File: config.mk
export PLATFORM = sky130hd
export DESIGN_NAME = ltl_monitor_ctrl
export DESIGN_NICKNAME = d
export VERILOG_FILES = /design/src/rtl/ltl_ctrl_pkg.sv /design/src/rtl/ltl_rr_arbiter.sv /design/src/rtl/ltl_monitor_ctrl.sv
export SDC_FILE = /design/constraint.sdc
export NUM_CORES = 1
export LEC_CHECK = 0
export BUFFER_PORTS_ARGS = -buffer_cell sky130_fd_sc_hd__buf_4
export CAP_MARGIN = 25
export CORE_AREA = 2 2 133 231
export CTS_CLUSTER_SIZE = 24
export DETAILED_ROUTE_END_ITERATION = 10
export DIE_AREA = 0 0 135 233
export PLACE_DENSITY_LB_ADDON = 0.2
export SYNTH_ARGS = -nofsm -noshare
export SYNTH_HDL_FRONTEND = slang
export SYNTH_SLANG_ARGS = --single-unit
File: constraint.sdc
create_clock -name clk -period 11.75 [get_ports clk]
set_clock_uncertainty 0.15 [all_clocks]
set_input_delay 2.35 -clock clk [delete_from_list [all_inputs] [get_ports clk]]
set_output_delay 2.35 -clock clk [all_outputs]
set_load 0.02 [all_outputs]
File: src/rtl/ltl_ctrl_pkg.sv
// Shared types and defaults for the LTL monitor cluster controller.
// Optional halt-on-violation mode: LTL_CTRL_HALT_ON_VIOLATION_EN.
package ltl_ctrl_pkg;

    typedef enum logic [1:0] {
        IDLE,
        RUN,
        DRAIN,
        FLUSH
    } state_t;

    localparam int DEF_NUM_PROPS    = 9;
    localparam int DEF_SYM_W        = 8;
    localparam int DEF_TS_W         = 16;
    localparam int DEF_FLUSH_CYCLES = 2;
    localparam int PROP_ID_W        = $clog2(DEF_NUM_PROPS);

endpackage

File: src/rtl/ltl_rr_arbiter.sv
// Round-robin pick over pending violations, searching from ptr+1 upward.
// Purely combinational; grant is one-hot, idx is its binary index.
module ltl_rr_arbiter
    import ltl_ctrl_pkg::*;
#(
    parameter int N  = DEF_NUM_PROPS,
    parameter int IW = $clog2(N)
) (
    input  logic [N-1:0]  req,
    input  logic [IW-1:0] ptr,
    output logic [N-1:0]  grant,
    output logic [IW-1:0] idx,
    output logic          any
);

    function automatic logic [IW-1:0] wrap(input int k);
        return IW'(k % N);
    endfunction

    always_comb begin
        idx = '0;
        any = |req;
        // Walk farthest-first so the nearest requester after ptr wins.
        for (int i = N; i >= 1; i--) begin
            if (req[wrap(int'(ptr) + i)]) begin
                idx = wrap(int'(ptr) + i);
            end
        end
        grant = any ? (N'(1) << idx) : '0;
    end

endmodule

File: src/rtl/ltl_monitor_ctrl.sv
// Sequencer and violation arbiter for one LTL monitor cluster.
// Define LTL_CTRL_HALT_ON_VIOLATION_EN to stall symbols while reports pend.
module ltl_monitor_ctrl
    import ltl_ctrl_pkg::*;
#(
    parameter int NUM_PROPS    = DEF_NUM_PROPS,
    parameter int SYM_W        = DEF_SYM_W,
    parameter int TS_W         = DEF_TS_W,
    parameter int FLUSH_CYCLES = DEF_FLUSH_CYCLES,
    localparam int ID_W        = $clog2(NUM_PROPS)
) (
    input  logic                 clk,
    input  logic                 reset,
    input  logic                 enable,
    input  logic                 flush_req,
    input  logic                 sym_valid,
    output logic                 sym_ready,
    input  logic [SYM_W-1:0]     sym_data,
    output logic                 mon_run,
    output logic                 mon_reset,
    output logic [SYM_W-1:0]     mon_symbols,
    input  logic [NUM_PROPS-1:0] mon_flags,
    output logic                 rpt_valid,
    input  logic                 rpt_ready,
    output logic [ID_W-1:0]      rpt_id,
    output logic [TS_W-1:0]      rpt_ts,
    output logic                 busy,
    output logic                 overflow
);

    localparam int FC_W = $clog2(FLUSH_CYCLES + 1);

    state_t              state;
    logic [FC_W-1:0]     fcnt;
    logic                drain_cnt;
    logic [TS_W-1:0]     ts_cnt;
    logic [TS_W-1:0]     s1_ts;
    logic [TS_W-1:0]     s2_ts;
    logic                s2_valid;
    logic [NUM_PROPS-1:0] pending;
    logic [TS_W-1:0]     ts_store [NUM_PROPS];
    logic [ID_W-1:0]     rr_ptr;

    logic                 flushing;
    logic                 accept;
    logic                 hs;
    logic                 halt;
    logic [NUM_PROPS-1:0] clr;
    logic [NUM_PROPS-1:0] pend_hs;
    logic [NUM_PROPS-1:0] cap;
    logic [NUM_PROPS-1:0] set_new;
    logic                 ovf_evt;
    logic [ID_W-1:0]      arb_ptr;
    logic [NUM_PROPS-1:0] gnt;
    logic [ID_W-1:0]      gnt_idx;
    logic                 gnt_any;
    logic [TS_W-1:0]      win_ts;

`ifdef LTL_CTRL_HALT_ON_VIOLATION_EN
    assign halt = |pending;
`else
    assign halt = 1'b0;
`endif

    assign flushing  = flush_req | (state == FLUSH);
    assign sym_ready = (state == RUN) & ~halt & ~flush_req;
    assign accept    = sym_valid & sym_ready;
    assign hs        = rpt_valid & rpt_ready;
    assign busy      = (state != IDLE) | (|pending);

    // Capture after the handshake clear so a same-cycle re-flag is no loss.
    assign clr     = hs ? (NUM_PROPS'(1) << rpt_id) : '0;
    assign pend_hs = pending & ~clr;
    assign cap     = s2_valid ? mon_flags : '0;
    assign set_new = cap & ~pend_hs;
    assign ovf_evt = |(cap & pend_hs);
    assign arb_ptr = hs ? rpt_id : rr_ptr;

    ltl_rr_arbiter #(
        .N (NUM_PROPS),
        .IW(ID_W)
    ) u_arb (
        .req  (pend_hs),
        .ptr  (arb_ptr),
        .grant(gnt),
        .idx  (gnt_idx),
        .any  (gnt_any)
    );

    always_comb begin
        win_ts = '0;
        for (int i = 0; i < NUM_PROPS; i++) begin
            if (gnt[i]) win_ts |= ts_store[i];
        end
    end

    always_ff @(posedge clk or posedge reset) begin
        if (reset) begin
            state     <= IDLE;
            mon_reset <= 1'b1;
            fcnt      <= '0;
            drain_cnt <= 1'b0;
        end else if (flush_req) begin
            state     <= FLUSH;
            mon_reset <= 1'b1;
            fcnt      <= '0;
        end else begin
            mon_reset <= 1'b0;
            unique case (state)
                IDLE: if (enable) state <= RUN;
                RUN: begin
                    if (!enable) begin
                        state     <= DRAIN;
                        drain_cnt <= 1'b0;
                    end
                end
                DRAIN: begin
                    if (drain_cnt && !mon_run && !s2_valid) state <= IDLE;
                    else drain_cnt <= 1'b1;
                end
                FLUSH: begin
                    if (fcnt == FC_W'(FLUSH_CYCLES - 1)) begin
                        state <= IDLE;
                    end else begin
                        fcnt      <= fcnt + FC_W'(1);
                        mon_reset <= 1'b1;
                    end
                end
                default: state <= IDLE;
            endcase
        end
    end

    always_ff @(posedge clk or posedge reset) begin
        if (reset) begin
            mon_run     <= 1'b0;
            mon_symbols <= '0;
            ts_cnt      <= '0;
            s1_ts       <= '0;
            s2_ts       <= '0;
            s2_valid    <= 1'b0;
        end else if (flushing) begin
            mon_run  <= 1'b0;
            s2_valid <= 1'b0;
            ts_cnt   <= '0;
        end else begin
            mon_run  <= accept;
            s2_valid <= mon_run;
            s2_ts    <= s1_ts;
            if (accept) begin
                mon_symbols <= sym_data;
                s1_ts       <= ts_cnt;
                ts_cnt      <= ts_cnt + TS_W'(1);
            end
        end
    end

    always_ff @(posedge clk or posedge reset) begin
        if (reset) begin
            for (int i = 0; i < NUM_PROPS; i++) ts_store[i] <= '0;
        end else if (!flushing) begin
            for (int i = 0; i < NUM_PROPS; i++) begin
                if (set_new[i]) ts_store[i] <= s2_ts;
            end
        end
    end

    always_ff @(posedge clk or posedge reset) begin
        if (reset) begin
            pending   <= '0;
            rr_ptr    <= '0;
            overflow  <= 1'b0;
            rpt_valid <= 1'b0;
            rpt_id    <= '0;
            rpt_ts    <= '0;
        end else if (flushing) begin
            pending   <= '0;
            rr_ptr    <= '0;
            overflow  <= 1'b0;
            rpt_valid <= 1'b0;
        end else begin
            pending <= pend_hs | cap;
            if (ovf_evt) overflow <= 1'b1;
            if (hs) rr_ptr <= rpt_id;
            if (!rpt_valid || hs) begin
                rpt_valid <= gnt_any;
                if (gnt_any) begin
                    rpt_id <= gnt_idx;
                    rpt_ts <= win_ts;
                end
            end
        end
    end

endmodule

==> flow_metrics.tcl, run 1 <==
set metrics [dict create \
    status "complete, no violations" \
    endpoint_kind "flip-flop" \
    fin_nets 1586 \
    setup_ws_ps 1296 \
    wl_per_cell_um 25.66 \
    post_cts_buffers 0 \
    grt_busiest_layer "met2" \
    io_buffers 56 \
    grt_overflow_total 0 \
    rows 83 \
    first_global_vias 12800 \
    root_buffer "clkbuf_16" \
    coreArea_mm2 0.02949 \
    gp_congestion 1.055 \
    io_pins 57 \
    crit_fanout 24 \
    avgViaCountPerCell 6.543 \
    firstDrtPassIters 5 \
    clk_latency_ps 500 \
    period_share_pct 88.97 \
    area_growth_pct 9.957 \
    min_period_ps 10450 \
    hpwl_um 35140 \
    yosysUniqueCellTypes 118 \
    synth-async-reset-ratio_pct 100.0 \
    clk_path_buf_depth 3 \
    timing.fmax_ghz 0.09566 \
    ant_nets 0 \
    synth_seq_cells 243 \
    cts_buffers 21 \
    layout_common_cells "242 x dfrtp_1, 177 x mux2_2, 148 x nand2_1" \
    grt_util_all_layers_pct 31.81 \
    drt-initial-drc-count 875 \
    synth_nets 1557 \
    die_y_um 233 \
    setup_viol 0 \
    cp.arrival_ps 10680 \
    ir_drop_v 0.0001451 \
    grtUsageMet2_pct 56.57 \
    drv_cap 0 \
    slew_headroom_pct 29.10 \
    hold_violations 0 \
    rsz0062_at_grt "no" \
    synth-edff-count 0 \
    ctsResizeCount 0 \
    antenna_found_initial 0 \
    die_width_um 135 \
    clkSinkCount 243 \
    grt_util_met1_pct 33.14 \
    avgSynthCellArea_um2 10.43 \
    die_area_mm2 0.03146 \
    cp.required_ps 11980 \
    grt_pass1_wl_um 75640 \
    seq_area_frac_synth_pct 39.38 \
    cts_tree "done" \
    hp-class "reg -> reg" \
    use_met3_pct 4.379 \
    tns_ps 0 \
    utilization_pct 57.58 \
    dpl_worst_slack_ps 973.3 \
    final_common_cell "dfrtp_1" \
    pwr_density_cell_mw_per_mm2 111.8 \
    drive_above_1_share_pct 24.52 \
    worst_slew_pin_slew_ps 1064 \
    h-tree-depth 1 \
    num_vias 12460 \
    crit_type "in -> reg" \
    startpoint_type "input pin" \
    ys.flop_type "dfrtp_1" \
    drcViolationCount 0 \
    hold_buffers 0 \
    synth_cells 1480 \
    clkTransAtPathRegs_ps 70 \
    leakagePower_nw 7.980 \
    routed_wl_um 48850 \
    drv_slew 0 \
    yosys_warnings 0 \
    syn-cell-area_mm2 0.01544 \
    grt_start_max_net_pins 114 \
    start_util_pct 52.36 \
]
## worst paths after layout
kind,slack [ps],depth (start not counted),startpoint,to
hold reg to reg,320,2,s1_ts[11]$_DFFE_PP0P_,s2_ts[11]$_DFFE_PP0P_
min in group asynchronous,1810,2,reset,s1_ts[5]$_DFFE_PP0P_
setup reg to reg,2380,27,rpt_valid$_DFFE_PP0P_,rpt_ts[9]$_DFFE_PP0P_
max in group asynchronous,8470,3,reset,ts_store[7]$_DFFE_PP0P_
setup / recovery,1300,28,rpt_ready,rpt_ts[9]$_DFFE_PP0P_
hold / removal,320,2,s1_ts[11]$_DFFE_PP0P_,s2_ts[11]$_DFFE_PP0P_
## power by group
group / total [mW] / leakage, nW / internal [mW] / switching (mW)
Combinational: 0.312 / 4.31 / 0.125 / 0.187
Clock: 0.647 / 0.307 / 0.349 / 0.298
Sequential: 0.939 / 3.36 / 0.889 / 0.0507
## registers in the layout, indices dropped and copies added, names as in the netlist, 4 cells and up
register and cells:
mon_symbols 8, rpt_id 4, pending 9, s1_ts 16
rpt_ts 16, ts_cnt 16, rr_ptr 4, s2_ts 16
ts_store 144
## cell families (layout without fill, tap and decap cells)
kind of cell	count (synthesis)	after routing	synth area share, %
AO/OA/AOI/OAI	317	317	15.38
XOR/XNOR	43	43	2.828
adder cells (fa/ha/maj)	54	54	4.375
flip-flops	243	243	39.38
AND/OR/NAND/NOR	450	450	14.85
other	0	1	0
multiplexers	256	256	19.71
buffers and inverters	117	158	3.476
## critical path: stages
cell	delay, ps
buf_4	270
nand3_1	170
nand2_2	280
clkinv_1	520
ha_1	590
a21boi_2	300
or2_1	380
ha_1	280
nor2_1	400
o21ai_0	260
o21ai_0	280
xnor2_1	180
inv_1	90
ha_1	270
nor2b_1	180
o311ai_0	170
o31ai_1	190
o21bai_2	290
mux2i_1	470
mux4_2	400
nand3_1	130
nand4b_1	210
o2111a_2	290
a211oi_4	230
buf_4	400
mux4_1	630
and2_1	180
o32a_1	280
## layout make-up
cell class,count,area (µm²)
clock buffers,29,585.6
fillers,2603,12510
repair buffers,94,815.8
flip-flops and latches,243,6082
diodes,1,2.502
multi-input cells,1120,8860
clock inverters,6,36.28
well taps,382,478.0
inverters,29,121.4
## per-layer routing
metal	wire, µm	vias up
li1	-	5529
met1	17000	6251
met2	25380	462
met3	2033	216
met4	4445	0
met5	0	-
## per-stage QoR
| step | hold slack [ps] | cell area (µm²) | total power, mW | instances |
|---|---|---|---|---|
| after detailed placement | 305.1 | 16260 | 1.269 | 1863 |
| final | 317.0 | 16980 | 1.898 | 1904 |
| after floorplan | 284.8 | 15440 | 1.126 | 1480 |
| after CTS | 322.7 | 16880 | 1.918 | 1898 |
| after global routing | 353.2 | 16980 | 1.975 | 1903 |
| after global placement | 300.7 | 16210 | 1.264 | 1861 |
## cell usage after synthesis, types with 24 or more instances
| cell type | number | area, µm² |
|---|---|---|
| and2_1 | 33 | 206.5 |
| dfrtp_1 | 242 | 6056 |
| a21oi_1 | 46 | 230.2 |
| mux2i_1 | 58 | 580.6 |
| inv_1 | 24 | 90.09 |
| clkbuf_1 | 42 | 157.7 |
| nand2_1 | 148 | 555.5 |
| nor2_1 | 73 | 274.0 |
| nand3_1 | 40 | 200.2 |
| o21ai_0 | 67 | 335.3 |
| buf_1 | 25 | 93.84 |
| ha_1 | 54 | 675.7 |
| mux2_2 | 177 | 1993 |
Note: power is estimated with default switching activity, not from simulation.
==> inputs of run 2 (changes only) <==
- clock period: 11.75 -> 10.6 ns (I/O delays scaled with it)
==> run 2 against run 1 <==
  * Count of clock-buffer cells in the layout decreased by 3
  * Register-to-register slack got worse by 390 ps
  * Power increased by 12%
  * First-iteration DRC count increased by 1.3%
  * Via count increased by 1.0%
  * Non-clock buffer count increased by 15
  * Sequential power increased by 11%
  * Cell count increased by 0.74%
  * Die area unchanged
  * Sequential share of layout area decreased by 0.21 points
  * Clock power increased by 14%
  * Largest power group unchanged
==> flow_metrics.tcl, run 2 (synthesis results as in run 1) <==
set metrics [dict create \
    status "complete, no violations" \
    setup_viol 0 \
    wl_per_cell_um 26.16 \
    ff2ff_path_depth 26 \
    cpMostUsedCell "ha_1" \
    area_growth_pct 10.61 \
    num_vias 12590 \
    hold_buffers 0 \
    hold_violations 0 \
    min_period_ps 9453 \
    tns_ps 0 \
    layout_common_cells "242 x dfrtp_1, 177 x mux2_2, 148 x nand2_1" \
    hpwl_um 35770 \
    p_total_mw 2.127 \
    ant_nets 0 \
    slew_headroom_pct 25.52 \
    drcViolationCount 0 \
    root_buffer "clkbuf_16" \
    first_global_vias 13050 \
    instances_no_fill 1918 \
    io_pins 57 \
    cp.arrival_ps 9700 \
    clkTransAtPathRegs_ps 70 \
    cp.required_ps 10850 \
    finish.instance_area_mm2 0.01708 \
    post_cts_buffers 0 \
    worst_slew_pin_slew_ps 1117 \
    leakagePower_nw 8.051 \
    cts_tree "done" \
    setup_ws_ps 1147 \
    final_common_cell "dfrtp_1" \
    hold_ws_ps 316.4 \
    start_util_pct 52.36 \
    crit_fanout 24 \
    place_inst 1877 \
    grt_start_max_net_pins 108 \
    io_buffers 56 \
    crit_path_max_incr_delay_ps 720 \
    coreArea_mm2 0.02949 \
    rows 83 \
    endpoint_kind "flip-flop" \
    fin_nets 1600 \
    die_y_um 233 \
    antenna_found_initial 2 \
    whs_path_depth 2 \
    drv_cap 0 \
    period_share_pct 89.18 \
    crit_type "in -> reg" \
    drv_slew 0 \
    dpl_worst_slack_ps 778.5 \
    pwr_density_cell_mw_per_mm2 124.5 \
    drt-initial-drc-count 886 \
    routed_wl_um 50170 \
    rsz0062_at_grt "no" \
    critical_path.slowest_cell "ha_1" \
    ctsResizeCount 0 \
    clkSinkCount 243 \
    grt_overflow_total 0 \
    cts_buffers 20 \
    clk_latency_ps 510 \
    timing.fmax_ghz 0.1058 \
    top_register "ts_store" \
    avgViaCountPerCell 6.563 \
    grt_pass1_wl_um 76140 \
    utilization_pct 57.92 \
    gp_congestion 1.028 \
    placed_area_mm2 0.01634 \
    startpoint_type "input pin" \
    drive_above_1_share_pct 25.41 \
    clk_path_buf_depth 3 \
    h-tree-depth 1 \
    hp-class "reg -> reg" \
    firstDrtPassIters 8 \
    largest_reg_flops 144 \
    grt_util_all_layers_pct 32.32 \
    die_area_mm2 0.03146 \
    ir_drop_v 0.0001851 \
    die_width_um 135 \
]
[run 2: layer usage]
layer	vias up	track usage [%]	share of wire [%]
li1	5568	-	-
met3	228	5.904	5.0
met4	2	26.04	9.3
met2	508	58.19	52
met5	-	0	0.028
met1	6281	31.94	34
[run 2: cell type report]
class / instances / area [µm²]
repair buffers: 109 / 893.4
multi-input cells: 1120 / 8860
inverters: 29 / 121.4
diodes: 1 / 2.502
flip-flops and latches: 243 / 6082
well taps: 382 / 478.0
clock inverters: 8 / 71.32
fillers: 2643 / 12410
clock buffers: 26 / 574.3
[run 2: final timing paths]
path	startpoint	endpoint	slack, ps
min reg2reg	s1_ts[9]$_DFFE_PP0P_	s2_ts[9]$_DFFE_PP0P_	320
max	rpt_ready	rpt_ts[13]$_DFFE_PP0P_	1150
max in group asynchronous	reset	ts_store[70]$_DFFE_PP0P_	6910
min in group asynchronous	reset	ts_cnt[4]$_DFFE_PP0P_	1600
max reg2reg	rpt_valid$_DFFE_PP0P_	rpt_ts[13]$_DFFE_PP0P_	1990
min	s1_ts[9]$_DFFE_PP0P_	s2_ts[9]$_DFFE_PP0P_	320
[run 2: report_power, final]
part / leakage [nW] / switching [mW] / internal [mW]
Clock: 0.321 / 0.332 / 0.408
Combinational: 4.37 / 0.205 / 0.140
Sequential: 3.36 / 0.0578 / 0.985
Total: 8.05 / 0.595 / 1.53
[run 2: critical path, delay by kind of cell]
family / cells / cell delay [ps]
xor+xnor: 1 / 180
mux: 3 / 1490
buf+inv: 5 / 1060
simple gates: 6 / 1230
compound gates: 9 / 2260
fa+ha+maj: 3 / 1290
==> inputs of run 3 (changes only) <==
- CTS_BUF_LIST: unset -> sky130_fd_sc_hd__clkbuf_4 sky130_fd_sc_hd__clkbuf_8
- MAX_ROUTING_LAYER: unset -> met4
- SKIP_CTS_REPAIR_TIMING: unset -> 1
==> run 3 against run 2 <==
  * Core utilization barely moved
  * Die area did not move
  * Via count fell by 1.0%
  * Worst hold slack got worse by 4.8 ps
  * Non-clock buffer count rose by 3
  * Routed wire length fell by 0.66%
  * Combinational power barely moved
  * Setup slack improved by 190 ps
  * First-iteration DRC count fell by 13%
  * Clock power fell by 6.5%
  * Critical path type unchanged
  * Count of clock-buffer cells in the layout rose by 24
  * Critical path depth rose by 2
==> flow_metrics.tcl, run 3 (synthesis results as in run 1) <==
set metrics [dict create \
    status "complete, no violations" \
    grt_pass1_wl_um 76740 \
    ir_drop_v 0.0001387 \
    h-tree-depth 1 \
    clk_path_buf_depth 3 \
    grt_util_all_layers_pct 33.46 \
    firstDrtPassIters 5 \
    multi_input_area_mm2 0.008860 \
    drive_above_1_share_pct 26.59 \
    wl_met1_um 16620 \
    critical_path.slowest_cell "o221ai_1" \
    crit_path_max_incr_delay_ps 540 \
    topRoutingLayerUsed "met4" \
    worst_slew_pin_slew_ps 1115 \
    setup_viol 0 \
    startpoint_type "input pin" \
    fin_nets 1614 \
    die_area_mm2 0.03146 \
    num_vias 12460 \
    cts_tree "done" \
    area_growth_pct 10.69 \
    setup_ws_ps 1340 \
    drv_slew 0 \
    grt_overflow_total 0 \
    hpwl_um 36550 \
    period_share_pct 87.35 \
    drt-initial-drc-count 768 \
    largest_reg_flops 144 \
    p_total_mw 2.084 \
    whs_path_depth 2 \
    place_inst 1884 \
    drv_cap 0 \
    antenna_found_initial 1 \
    instances_no_fill 1940 \
    io_buffers 56 \
    cp.required_ps 10910 \
    tns_ps 0 \
    drcViolationCount 0 \
    wl_per_cell_um 25.69 \
    grt_start_max_net_pins 91 \
    min_period_ps 9260 \
    dpl_worst_slack_ps 1022 \
    start_util_pct 52.36 \
    first_global_vias 13020 \
    slew_headroom_pct 25.68 \
    wl_met2_um 25680 \
    crit_type "in -> reg" \
    met3_length_um 2396 \
    pwr_density_cell_mw_per_mm2 121.9 \
    gp_congestion 1.068 \
    root_buffer "clkbuf_8" \
    top_register "ts_store" \
    ant_nets 0 \
    leakagePower_nw 8.083 \
    ff2ff_path_depth 28 \
    cp.arrival_ps 9570 \
    hp-class "reg -> reg" \
    timing.fmax_ghz 0.1080 \
    rsz0062_at_grt "no" \
    layout_common_cells "242 x dfrtp_1, 177 x mux2_2, 148 x nand2_1" \
    fillerInstances 2587 \
    die_width_um 135 \
    area.sequential_mm2 0.006082 \
    clk_latency_ps 580 \
    io_pins 57 \
    final_common_cell "dfrtp_1" \
    coreArea_mm2 0.02949 \
    routed_wl_um 49840 \
    avgViaCountPerCell 6.423 \
    clkTransAtPathRegs_ps 70 \
    endpoint_kind "flip-flop" \
    clkSinkCount 243 \
    die_y_um 233 \
    hold_violations 0 \
    rows 83 \
    crit_fanout 24 \
    cts_buffers 31 \
]
run 3: cell count changes in the layout (fill, tap and decap cells not counted), sizes merged:
| cell | previous run | this run |
|---|---|---|
| buf | 108 | 112 |
| bufinv | 1 | 0 |
| clkbuf | 27 | 50 |
| clkinv | 7 | 3 |
run 3: worst paths after layout:
check	start	end	slack, ps
max reg2reg	rpt_valid$_DFFE_PP0P_	rpt_ts[13]$_DFFE_PP0P_	2150
min	s1_ts[11]$_DFFE_PP0P_	s2_ts[11]$_DFFE_PP0P_	310
max	rpt_ready	rpt_ts[13]$_DFFE_PP0P_	1340
min in group asynchronous	reset	ts_cnt[6]$_DFFE_PP0P_	1490
min reg2reg	s1_ts[11]$_DFFE_PP0P_	s2_ts[11]$_DFFE_PP0P_	310
max in group asynchronous	reset	ts_store[45]$_DFFE_PP0P_	7500
run 3: layout make-up:
type / count / share of cell area, %
Sequential cell: 243 / 35.58
Timing Repair Buffer: 112 / 5.387
Antenna cell: 1 / 0.01464
Multi-Input combinational cell: 1120 / 51.83
Clock buffer: 50 / 3.586
Tap cell: 382 / 2.796
Clock inverter: 3 / 0.1025
Inverter: 29 / 0.7099
run 3: metal layers:
metal	track usage, %	vias to the layer above
met3	5.752	229
met5	-	-
met1	31.52	6184
li1	-	5592
met2	58.42	456
met4	28.06	0
run 3: worst max-delay path, delay by kind of cell:
family                   cells  cell delay, ps
AO/OA/AOI/OAI               11            3140
AND/OR/NAND/NOR              9            1920
adder cells (fa/ha/maj)      3             980
buffers and inverters        5             930
multiplexers                 1             450
run 3: through the flow:
step / area [µm²] / hold WS [ps] / util [%]
2_1_floorplan: 15440 / 284.8 / -
3_3_place_gp: 16360 / 299.0 / 55.48
3_5_place_dp: 16440 / 305.1 / 55.74
4_1_cts: 17070 / 318.4 / 57.88
5_1_grt: 17100 / 346.2 / 57.96
6_report: 17100 / 311.7 / 57.96
run 3: power by group:
part | internal [mW] | switching [mW]
combinational | 0.139 | 0.204
clock | 0.363 | 0.329
sequential | 0.986 | 0.0623
